File: src/rtl/alu_16.sv
// rtl/alu_16.sv - 16-bit registered ALU (13 ops, N/Z/C flags); optional V flag under ALU16_OVF_EN
module alu_16 (
  input  logic        clk,
  input  logic        reset,
  input  logic [15:0] R,
  input  logic [15:0] S,
  input  logic [3:0]  Alu_Op,
  output logic [15:0] Y,
  output logic        N,
  output logic        Z,
  output logic        C
`ifdef ALU16_OVF_EN
  ,
  output logic        V
`endif
);

  localparam logic [3:0] OP_PASS_S = 4'h0;
  localparam logic [3:0] OP_PASS_R = 4'h1;
  localparam logic [3:0] OP_INC    = 4'h2;
  localparam logic [3:0] OP_DEC    = 4'h3;
  localparam logic [3:0] OP_ADD    = 4'h4;
  localparam logic [3:0] OP_SUB    = 4'h5;
  localparam logic [3:0] OP_SHR    = 4'h6;
  localparam logic [3:0] OP_SHL    = 4'h7;
  localparam logic [3:0] OP_AND    = 4'h8;
  localparam logic [3:0] OP_OR     = 4'h9;
  localparam logic [3:0] OP_XOR    = 4'hA;
  localparam logic [3:0] OP_NOT    = 4'hB;
  localparam logic [3:0] OP_NEG    = 4'hC;

  // 17-bit arithmetic: bit 16 is the carry out (add) or the borrow (subtract)
  logic [16:0] sum_add, sum_sub, sum_inc, sum_dec, sum_neg;
  assign sum_add = {1'b0, R} + {1'b0, S};
  assign sum_sub = {1'b0, R} - {1'b0, S};
  assign sum_inc = {1'b0, S} + 17'd1;
  assign sum_dec = {1'b0, S} - 17'd1;
  assign sum_neg = 17'd0 - {1'b0, S};

  logic [15:0] y_d, y_q;
  logic        c_d, c_q;
  logic        n_q, z_q;

  // Next result and carry; reserved opcodes fall through to zero
  always_comb begin
    y_d = 16'h0000;
    c_d = 1'b0;
    case (Alu_Op)
      OP_PASS_S: y_d = S;
      OP_PASS_R: y_d = R;
      OP_INC:    {c_d, y_d} = sum_inc;
      OP_DEC:    {c_d, y_d} = sum_dec;
      OP_ADD:    {c_d, y_d} = sum_add;
      OP_SUB:    {c_d, y_d} = sum_sub;
      OP_SHR:    begin y_d = {1'b0, S[15:1]}; c_d = S[0];  end
      OP_SHL:    begin y_d = {S[14:0], 1'b0}; c_d = S[15]; end
      OP_AND:    y_d = R & S;
      OP_OR:     y_d = R | S;
      OP_XOR:    y_d = R ^ S;
      OP_NOT:    y_d = ~S;
      OP_NEG:    {c_d, y_d} = sum_neg;
      default:   y_d = 16'h0000;
    endcase
  end

  // Result and flag register, cleared asynchronously
  always_ff @(posedge clk or posedge reset) begin
    if (reset) begin
      y_q <= 16'h0000;
      n_q <= 1'b0;
      z_q <= 1'b0;
      c_q <= 1'b0;
    end else begin
      y_q <= y_d;
      n_q <= y_d[15];
      z_q <= (y_d == 16'h0000);
      c_q <= c_d;
    end
  end

  assign Y = y_q;
  assign N = n_q;
  assign Z = z_q;
  assign C = c_q;

`ifdef ALU16_OVF_EN
  logic v_d, v_q;

  // Signed overflow: result sign disagrees with what the operand signs allow
  always_comb begin
    v_d = 1'b0;
    case (Alu_Op)
      OP_INC: v_d = ~S[15] & sum_inc[15];
      OP_DEC: v_d = S[15] & ~sum_dec[15];
      OP_ADD: v_d = (R[15] == S[15]) && (sum_add[15] != R[15]);
      OP_SUB: v_d = (R[15] != S[15]) && (sum_sub[15] != R[15]);
      OP_NEG: v_d = S[15] & sum_neg[15];
      default: v_d = 1'b0;
    endcase
  end

  // Overflow flag register
  always_ff @(posedge clk or posedge reset) begin
    if (reset) v_q <= 1'b0;
    else       v_q <= v_d;
  end

  assign V = v_q;
`endif

endmodule

File: config.mk
export PLATFORM = sky130hd
export DESIGN_NAME = alu_16
export DESIGN_NICKNAME = d
export VERILOG_FILES = /design/src/rtl/alu_16.sv
export SDC_FILE = /design/constraint.sdc
export NUM_CORES = 1
export LEC_CHECK = 0
export ABC_AREA = 1
export CORE_ASPECT_RATIO = 1.75
export CORE_UTILIZATION = 30
export CTS_CLUSTER_DIAMETER = 120
export CTS_CLUSTER_SIZE = 20
export DETAILED_ROUTE_END_ITERATION = 10
export PLACE_DENSITY = 0.47
export SLEW_MARGIN = 10
export SYNTH_ARGS = -nofsm -noshare
export SYNTH_HDL_FRONTEND = slang
export SYNTH_SLANG_ARGS = --single-unit
File: constraint.sdc
create_clock -name clk -period 0.8 [get_ports clk]
set_clock_uncertainty 0.15 [all_clocks]
set_input_delay 0.16 -clock clk [delete_from_list [all_inputs] [get_ports clk]]
set_output_delay 0.16 -clock clk [all_outputs]
set_load 0.02 [all_outputs]
==> results of run 1 <==
-- worst max path at each step --
stage               startpoint          end  slack [ns]  cells after the start
finish                    R[0]  Z$_DFF_PP0_       -1.19                     15
global placement          R[0]  Z$_DFF_PP0_       -2.00                     17
detailed placement        R[0]  Z$_DFF_PP0_       -2.02                     17
floorplan                 R[0]  Z$_DFF_PP0_       -1.03                     15
global route              R[0]  Z$_DFF_PP0_       -1.33                     15
CTS                       R[0]  Z$_DFF_PP0_       -1.26                     16
-- sequential cells by signal, indices dropped and copies added, names as in the netlist --
signal / count
C: 1
Y: 15
Z: 1
N: 1
-- tightest hold or removal path, cell delays in order --
cell and delay (ns):
clkdlybuf4s50_1 0.39, inv_1 0.12, buf_12 0.15
-- report_power, final --
group / internal [mW] / switching, mW
registers: 1.04 / 0.0614
logic: 3.37 / 3.73
clock network: 0.761 / 0.344
total: 5.17 / 4.14
-- cells by family after synthesis --
logic type,after synthesis,share of synthesized area (%)
and+or+nand+nor,717,56.31
buffers and inverters,194,14.39
AOI/OAI and AO/OA,71,7.242
adders and majority gates,56,13.54
DFF,18,8.521
-- cells in the mapped netlist (all sizes together), types with 4 or more instances --
| library cell | number | area, µm² |
|---|---|---|
| a21oi | 25 | 125.1 |
| buf | 22 | 115.1 |
| clkbuf | 13 | 48.80 |
| dfrtp | 18 | 450.4 |
| ha | 54 | 675.7 |
| inv | 157 | 589.3 |
| nand2 | 374 | 1406 |
| nand3 | 166 | 830.8 |
| nand4 | 16 | 100.1 |
| nor2 | 148 | 568.0 |
| nor3 | 9 | 45.04 |
| o21ai | 34 | 170.2 |
| o21bai | 4 | 30.03 |
-- cell type report --
type / count / share of cell area (%)
clock buffer: 4 / 0.8052
inverter: 159 / 6.600
tap: 227 / 2.574
sequential: 18 / 4.094
multi-input combinational: 844 / 53.71
timing repair buffer: 392 / 32.22
-- per-layer routing --
layer	part of all wire (%)	GRT usage, %	up-vias
li1	-	-	4052
met1	37	34.04	3906
met2	52	57.41	286
met3	4.1	2.678	94
met4	7.0	20.60	0
met5	0	0	-
-- stage by stage --
step	total power, mW	setup WS, ns	util (%)	std cells
after floorplan	3.753	-1.026	-	1056
after global placement	6.133	-1.998	49.66	1573
after detailed placement	6.149	-2.022	49.66	1573
after CTS	8.426	-1.259	58.95	1624
after global routing	9.853	-1.329	64.50	1644
final	9.306	-1.190	64.50	1644
-- what timing repair did --
action	CTS	global route
buffers inserted	52	29
pin swaps	114	133
resized for setup	577	233
gates cloned	0	0
endpoints found under the setup margin	37	37
==> results.yml, run 1 <==
clock_tree:
  cts_sinks: 18
  htree_levels: 1
  cts_made_buffers: 3
  clockRootBuffer: "clkbuf_16"
  holdBufCountCts: 0
  clk_pin_slew_ns: 0.05
  cts_tree: "yes"
  clockBufferDepth: 2
synth:
  ys_seq_area_share_pct: 8.521
  yosysWarnings: 0
  syn_area_um2: 5286
  synth_flop_cell: "dfrtp_1"
  synth_edf_count: 0
  syn_nets: 1150
  synth.distinct_cells: 26
  ys_ff_latch: 18
  synthCells: 1056
  syn_avg_cell_area_um2: 5.006
  async_reset_ff_share_pct: 100.0
global_route:
  grt-ovfl-total: 0
  antenna_found_initial: 0
  grt_max_degree: 13
  grt_pass1_vias: 8256
  grt_use_total_pct: 31.60
  grt_pass1_wl_um: 42820
timing:
  min_period_over_period_pct: 248.7
  layout_min_cycle_time_ns: 1.990
  fin_tns_setup_ns: -21.40
  slew_violations: 0
  setup_ws_ns: -1.190
  setup_viol_count_final: 37
  rsz0062_at_grt: "yes"
  worst_pin_slew_ns: 0.3235
  fmax_ghz: 0.5026
  fin_hold_ws_ns: 0.08834
  slew_headroom_pct: 78.38
  hold_viol: 0
detailed_routing:
  detail-route-antenna-nets: 0
  vias: 8338
  drcViolationCount: 0
  avgViaCountPerCell: 5.072
  first_iter_violations: 391
  wl_per_cell_um: 17.48
  dr.pass1.iters: 5
  wl_um: 28740
critical_path:
  path_cells: "buf_12, ha_4, inv_2, fa_2, nand3b_1, nand2_1, nor2_1, nand2_1, nor2_2, nand2_1, nor2_1, nand3_1, nor2_2, nand3_1, nor2_1"
  crit_path_top_delay_cell: "fa_2"
  cp-start-kind: "primary input"
  worst-setup-path-type: "in -> reg"
  path_delay_family: "simple AND/OR/NAND/NOR gates"
  path_max_fanout: 3
  end_kind: "register"
  cp.arrival_ns: 2.03
  max_stage_delay_ns: 0.52
  crit_buf_inv: 2
  required_ns: 0.84
layout:
  multi_input_area_um2: 5926
  regArea_um2: 451.7
  num-nets-final: 1512
  final_common_cell: "nand2_1"
  diodes: 0
  nFillCells: 1591
  mostFrequentLayoutCells: "255 x nand2_1, 237 x buf_4, 120 x buf_6"
  final_area_um2: 11030
  syn2layout_area_growth_pct: 108.7
  drive_above_1_share_pct: 54.83
outcome:
  status: "finished with violations"
  violations: "negative setup slack"
floorplanning:
  die_y_um: 177.6
  start_util_pct: 30.90
  num_rows: 63
  core_um2: 17110
  die-area_um2: 18180
  die_w_um: 102.3
  io_pins: 57
place:
  port_buffers: 56
  gp_congestion: 0.9474
  placed_area_um2: 8494
  place_hpwl_um: 22400
pwr:
  vdd_drop_max_uv: 1236
  p_per_area_nw_per_um2: 843.5
  cellLeakagePower_nw: 5.569
worst_hold_path:
  hp-class: "in -> async"
job:
  maxCapViolCount: 0
Power figures use the tool's default switching activity.
==> run 2: changes to the inputs <==
- GPL_ROUTABILITY_DRIVEN: default -> 1
==> results of run 2 <==
Same layout as run 1: the final DEF is identical, and so are final timing and power.
